--- config.mk ---
export PLATFORM = sky130hd
export DESIGN_NAME = decode_pixel_packer
export DESIGN_NICKNAME = d
export VERILOG_FILES = /design/src/rtl/decode_pixel_packer.sv
export SDC_FILE = /design/constraint.sdc
export NUM_CORES = 1
export LEC_CHECK = 0
export BUFFER_PORTS_ARGS = -buffer_cell sky130_fd_sc_hd__buf_2
export CAP_MARGIN = 0
export CORE_MARGIN = 4
export CORE_UTILIZATION = 43
export CTS_CLUSTER_SIZE = 30
export DETAILED_ROUTE_END_ITERATION = 10
export GPL_TIMING_DRIVEN = 1
export PLACE_DENSITY_LB_ADDON = 0.25
export SKIP_LAST_GASP = 1
export SYNTH_ARGS = -nofsm -noshare
export SYNTH_HDL_FRONTEND = slang
export SYNTH_SLANG_ARGS = --single-unit
--- constraint.sdc ---
create_clock -name clk_i -period 2.25 [get_ports clk_i]
set_clock_uncertainty 0.2 [all_clocks]
set_input_delay 0.5625 -clock clk_i [delete_from_list [all_inputs] [get_ports clk_i]]
set_output_delay 0.5625 -clock clk_i [all_outputs]
set_load 0.01 [all_outputs]
--- src/rtl/decode_pixel_packer.sv ---
// Packs raster-order pixels from the decode normalizer into memory words,
// tagging row/frame ends and counting completed frames.
module decode_pixel_packer #(
  parameter int PIXEL_BIT  = 8,
  parameter int WORD_BIT   = 32,
  parameter int IMG_WIDTH  = 128,
  parameter int IMG_HEIGHT = 128
) (
  input  logic                 clk_i,
  input  logic                 rstn_i,
  input  logic [PIXEL_BIT-1:0] dn_veri_i,
  input  logic                 dn_gecerli_i,
  output logic                 dn_hazir_o,
  output logic [WORD_BIT-1:0]  word_veri_o,
  output logic                 word_gecerli_o,
  output logic                 word_satir_son_o,
  output logic                 word_son_o,
  input  logic                 word_hazir_i,
  output logic [15:0]          frame_ctr_o
);

  localparam int PPW = WORD_BIT / PIXEL_BIT;
  localparam int FW  = (PPW > 1) ? $clog2(PPW) : 1;
  localparam int CW  = (IMG_WIDTH > 1) ? $clog2(IMG_WIDTH) : 1;
  localparam int RW  = (IMG_HEIGHT > 1) ? $clog2(IMG_HEIGHT) : 1;

  localparam logic [FW-1:0] FILL_LAST = FW'(PPW - 1);
  localparam logic [CW-1:0] COL_LAST  = CW'(IMG_WIDTH - 1);
  localparam logic [RW-1:0] ROW_LAST  = RW'(IMG_HEIGHT - 1);

  logic [FW-1:0]       fill_q;
  logic [CW-1:0]       col_q;
  logic [RW-1:0]       row_q;
  logic [WORD_BIT-1:0] pack_q;
  logic [WORD_BIT-1:0] word_d;

  logic last_fill;
  logic col_last;
  logic row_last;
  logic px_hs;
  logic complete;
  logic wd_hs;

  assign last_fill = (fill_q == FILL_LAST);
  assign col_last  = (col_q == COL_LAST);
  assign row_last  = (row_q == ROW_LAST);

  // Only the word-completing pixel can stall; nothing is taken in reset.
  assign dn_hazir_o = rstn_i &&
    (!last_fill || !word_gecerli_o || word_hazir_i);

  assign px_hs    = dn_gecerli_i && dn_hazir_o;
  assign complete = px_hs && last_fill;
  assign wd_hs    = word_gecerli_o && word_hazir_i;

  // Current pack contents with the incoming pixel dropped into its slice.
  always_comb begin
    word_d = pack_q;
    for (int i = 0; i < PPW; i++) begin
      if (fill_q == FW'(i)) begin
        word_d[i*PIXEL_BIT +: PIXEL_BIT] = dn_veri_i;
      end
    end
  end

  // Pack register and fill counter advance only on a pixel handshake.
  always_ff @(posedge clk_i or negedge rstn_i) begin
    if (!rstn_i) begin
      pack_q <= '0;
      fill_q <= '0;
    end else if (px_hs) begin
      pack_q <= word_d;
      fill_q <= last_fill ? '0 : fill_q + 1'b1;
    end
  end

  // Raster position of the next pixel to be accepted.
  always_ff @(posedge clk_i or negedge rstn_i) begin
    if (!rstn_i) begin
      col_q <= '0;
      row_q <= '0;
    end else if (px_hs) begin
      if (col_last) begin
        col_q <= '0;
        row_q <= row_last ? '0 : row_q + 1'b1;
      end else begin
        col_q <= col_q + 1'b1;
      end
    end
  end

  // Output word register: reload on completion, else drop after handshake.
  always_ff @(posedge clk_i or negedge rstn_i) begin
    if (!rstn_i) begin
      word_veri_o      <= '0;
      word_gecerli_o   <= 1'b0;
      word_satir_son_o <= 1'b0;
      word_son_o       <= 1'b0;
    end else if (complete) begin
      word_veri_o      <= word_d;
      word_gecerli_o   <= 1'b1;
      word_satir_son_o <= col_last;
      word_son_o       <= col_last && row_last;
    end else if (wd_hs) begin
      word_gecerli_o   <= 1'b0;
    end
  end

  // Frame counter steps when the frame's last word is taken.
  always_ff @(posedge clk_i or negedge rstn_i) begin
    if (!rstn_i) begin
      frame_ctr_o <= '0;
    end else if (wd_hs && word_son_o) begin
      frame_ctr_o <= frame_ctr_o + 16'd1;
    end
  end

endmodule

Word level (Yosys, flattened, before mapping). Cells that the tools add are included. Widths: inputs -> output; s select.

Eq/ne operators: 5. Reduce and logical (&&, ||, !) cells: 13. Multiplexer cells: 9. Add/subtract/negate cells: 4.

Operators by type and width (number): $mux 8 (4); $add 16x1->16 const B (1); $add 7x1->7 const B (2); $eq 7x7->1 const B (2); $mux 7 (2); $logic_and 1x1->1 (6); $eq 2x2->1 const B (2); $add 2x1->2 const B (1); $eq 2x1->1 const B (1); $logic_not 1->1 (2); $logic_not 2->1 (1); $logic_or 1x1->1 (2); $mux 1 (2); $mux 2 (1); $reduce_and 2->1 (1); $reduce_bool 2->1 (1).

Output and inout bits: 52. Register bits after elaboration: 99. Bits of input ports: 12. Logic and storage cells: 40.

Longest topological paths before layout.
Word-level depth: 8. Depth in mapped cells: 6. Gate-level depth less buffers: 5.

Worst setup path before layout. No wires, ideal clock.

Path kind: input to register. Start point: input port word_hazir_i. End point: register pack_q[10]. Required time: 1922 ps. Arrival time: 1563 ps. Path slack: 360 ps. Stages: 5. Path buffers: 1. Setup time: 128 ps. Cell sequence: nand3b_1 -> and2b_1 -> buf_6 -> nand2_4 -> mux2_1.

Word-level cells in the longest chain between the ends: 3.

Ends and longest elaborated chain: from (decl) (line 18) `input logic word_hazir_i,`; $logic_or 1x1->1 (line 50) `(!last_fill || !word_gecerli_o || word_hazir_i);`; $logic_and 1x1->1 (line 49) `assign dn_hazir_o = rstn_i &&`; $logic_and 1x1->1 (line 52) `assign px_hs = dn_gecerli_i && dn_hazir_o;`; to (signal assigned) (line 72) `pack_q <= word_d;`; to (decl) (line 34) `logic [WORD_BIT-1:0] pack_q;`.

Every way passes these cells. A chain may end at the register's enable or synchronous reset.

Worst setup path in the final report.
Start point: register fill_q[0]. End point: output port dn_hazir_o.

Word-level cells in the longest chain between the ends: 5.

Ends and longest elaborated chain: from (decl) (line 31) `logic [FW-1:0] fill_q;`; from (signal assigned) (line 73) `fill_q <= last_fill ? '0 : fill_q + 1'b1;`; $eq 2x2->1 (line 44) `assign last_fill = (fill_q == FILL_LAST);`; $logic_not 1->1 (line 50); $logic_or 1x1->1 (2 in series) (line 50); $logic_and 1x1->1 (line 49); to (decl) (line 13) `output logic dn_hazir_o,`.

Every way passes these cells.

==> flow_metrics.py <==
metrics = {
    "status": {
        "status": "finished clean",
    },
    "yosys": {
        "avgSynthCellArea_sq_um": 11.6,
        "yosys.area.top_type": "dfrtp_1",
        "yosys_warnings": 0,
        "synthFlopType": "dfrtp_1",
        "syn_nets": 359,
        "ys_ff_latch": 91,
        "ys_seq_area_frac": 0.576,
        "synthTopCellsByCount": "91 x dfrtp_1, 66 x nand2_1, 29 x o21ai_0",
        "synthDistinctLibCells": 35,
        "synth_area_leaders": "dfrtp_1 58%, mux2_1 6.8%, mux2i_1 6.3%",
        "yosysMostFrequentCell": "dfrtp_1",
        "synth_edf_count": 0,
        "netlist_instances": 340,
        "synth_area_sq_mm": 0.00396,
        "async_reset_ff_frac": 1.00,
        "synth_top_area_share": 0.576,
    },
    "clock_network": {
        "cts_resized": 0,
        "cts-root-buf": "clkbuf_8",
        "clk_latency_ps": 360,
        "max-clock-path-buffers": 2,
        "cts.sinks": 91,
        "cts.htree.levels": 3,
        "clk_transition_reported_paths_ps": 90,
        "cts_buffers": 9,
        "tritoncts": "yes",
    },
    "setup_path": {
        "critPathSlowestCell": "dfrtp_1",
        "crit_family": "flip-flops",
        "arrival_ps": 1420,
        "max_stage_delay_ps": 390,
        "ff2ff_path_depth": 6,
        "r2r-start": "fill_q[0]$_DFFE_PN0N_",
        "rrSetupSlack_ps": 200,
        "critical_path.cell_chain": "ha_1 > nand3b_1 > and2_1 > buf_2",
        "cp_max_fo": 4,
        "r2r_end": "pack_q[0]$_DFFE_PN0N_",
        "cp-end-kind": "output port",
        "critPathLaunchType": "register",
        "path_buf_inv": 1,
        "crit_type": "register to output port",
        "critPathRequiredTime_ps": 1490,
    },
    "detailed_routing": {
        "ant_nets": 0,
        "totalWireLength_mm": 8.12,
        "drcViolationCount": 0,
        "via_per_inst": 5.12,
        "wl_per_cell_microns": 15.5,
        "drt-met1-wl_mm": 3.84,
        "met3_length_microns": 295,
        "via_count": 2679,
        "top_layer": "met4",
        "drtIter0Drc": 90,
        "dr_wl_met2_mm": 3.86,
        "firstDrtPassIters": 4,
    },
    "power": {
        "max-vdd-ir-drop_mv": 0.562,
        "finalPower_w": 0.00496,
        "p_leak_nw": 2.34,
        "p_per_area_mw_per_mm2": 1080,
    },
    "die": {
        "coreArea_sq_mm": 0.00885,
        "die_h_microns": 104,
        "dieArea_sq_mm": 0.0108,
        "io_pins": 64,
        "dieWidth_microns": 104,
        "initial_utilization": 0.447,
        "rows": 34,
    },
    "place": {
        "place.gp.congestion": 0.735,
        "io_buffers": 63,
        "hpwlAfterDp_mm": 5.71,
    },
    "cells_and_area": {
        "drive_above_1_share": 0.227,
        "area_growth_syn_to_layout_pct": 16.5,
        "final_net_count": 429,
        "fill_cells": 821,
        "antenna_cells": 0,
    },
    "sta": {
        "setup_tns_ps": 0,
        "hold_viol": 0,
        "worstMarginPinSlew_ps": 873,
        "setup_viol": 0,
        "period_needed_ps": 2190,
        "max_slew_margin": 0.418,
        "max_freq_mhz": 458,
        "slew_violations": 0,
        "period_share": 0.971,
    },
    "min_path": {
        "hold_class": "input port to async pin",
    },
    "grt": {
        "grt_antenna_before_repair": 0,
        "grt_pass1_vias": 2762,
        "grt_pass1_wl_mm": 14.1,
        "grt_max_degree": 71,
        "overflow": 0,
        "grt_use_total": 0.162,
    },
    "job": {
        "drv_cap": 0,
    },
}
==> power by group <==
group / internal, W / switching [W] / total [W]
registers: 0.00217 / 0.000290 / 0.00246
clock network: 0.000436 / 0.000594 / 0.00103
logic: 0.000685 / 0.000780 / 0.00147
==> area by class of cell <==
class,instances,area [sq um],share of cell area
Clock buffer,11,141,0.0307
Sequential cell,91,2280,0.494
Multi-Input combinational cell,231,1590,0.345
Inverter,3,11.3,0.00244
Timing Repair Buffer,74,415,0.0901
Clock inverter,5,37.5,0.00814
Tap cell,108,135,0.0293
==> placed cells by master, fill, tap and decap left out, drive strengths merged <==
| cell | n |
|---|---|
| or2 | 1 |
| dfrtp | 91 |
| clkbuf | 11 |
| xnor2 | 16 |
| nand3 | 11 |
| clkinv | 2 |
| xor2 | 5 |
| ha | 7 |
| clkinvlp | 2 |
| nand2 | 69 |
| or3 | 1 |
| mux2 | 26 |
| a31oi | 1 |
| and4 | 5 |
| nand4 | 7 |
| nand4b | 1 |
| a21oi | 2 |
| o21ai | 31 |
| and2b | 1 |
| and2 | 2 |
| nor3b | 1 |
| and3 | 9 |
| buf | 73 |
| o31ai | 3 |
| nand2b | 2 |
| inv | 4 |
| nand3b | 1 |
| a21o | 1 |
| mux2i | 25 |
| dlygate4sd3 | 1 |
| o2bb2a | 1 |
| nor2 | 2 |
==> worst max path at each step <==
stage / startpoint / endpoint / slack, ps / depth (start not counted)
2_1_floorplan: word_hazir_i / pack_q[10]$_DFFE_PN0N_ / 360 / 5
3_3_place_gp: rstn_i / pack_q[2]$_DFFE_PN0N_ / 180 / 5
3_5_place_dp: rstn_i / pack_q[0]$_DFFE_PN0N_ / 140 / 5
4_1_cts: fill_q[0]$_DFFE_PN0N_ / dn_hazir_o / 40 / 4
5_1_grt: fill_q[0]$_DFFE_PN0N_ / dn_hazir_o / -10 / 4
6_report: fill_q[0]$_DFFE_PN0N_ / dn_hazir_o / 60 / 4
==> registers in the layout, indices dropped and copies added, names as in the netlist, 2 cells and up <==
name / cells
word_veri_o: 32
pack_q: 24
frame_ctr_o: 16
col_q: 7
row_q: 7
fill_q: 2
==> what timing repair did <==
action                     4_1_cts  5_1_grt
hold endpoints to repair         4        0
hold buffers                     1        0
setup endpoints to repair        1        1
pin swaps                        0        0
cloned                           0        0
setup buffers                    1        1
==> metrics by stage <==
stage               worst slack, ps   util  area (sq um)  hold slack [ps]  std cells
floorplan                       360      -          3960             66.9        340
global placement                180  0.498          4410              195        504
detailed placement              142  0.498          4410              196        504
CTS                            41.7  0.520          4600             24.9        522
global route                  -10.4  0.521          4610             38.6        523
finish                         64.5  0.521          4610             30.3        523
==> cells by family (layout without fill, tap and decap cells) <==
family                     count (synthesis)  after routing  synth area share
and+or+nand+nor                          113            113             0.143
DFF                                       91             91             0.576
muxes                                     51             51             0.137
AOI/OAI and AO/OA                         39             39            0.0534
xor gates and xnor gates                  21             21            0.0465
buffers and inverters                     18             93            0.0218
adders and majority gates                  7              7            0.0221
==> metal layers <==
metal	global-route usage	vias up
li1	-	1309
met1	0.221	1320
met2	0.259	41
met3	0.0379	9
met4	0.0513	0
met5	0	-
Note: power is estimated with default switching activity, not from simulation.
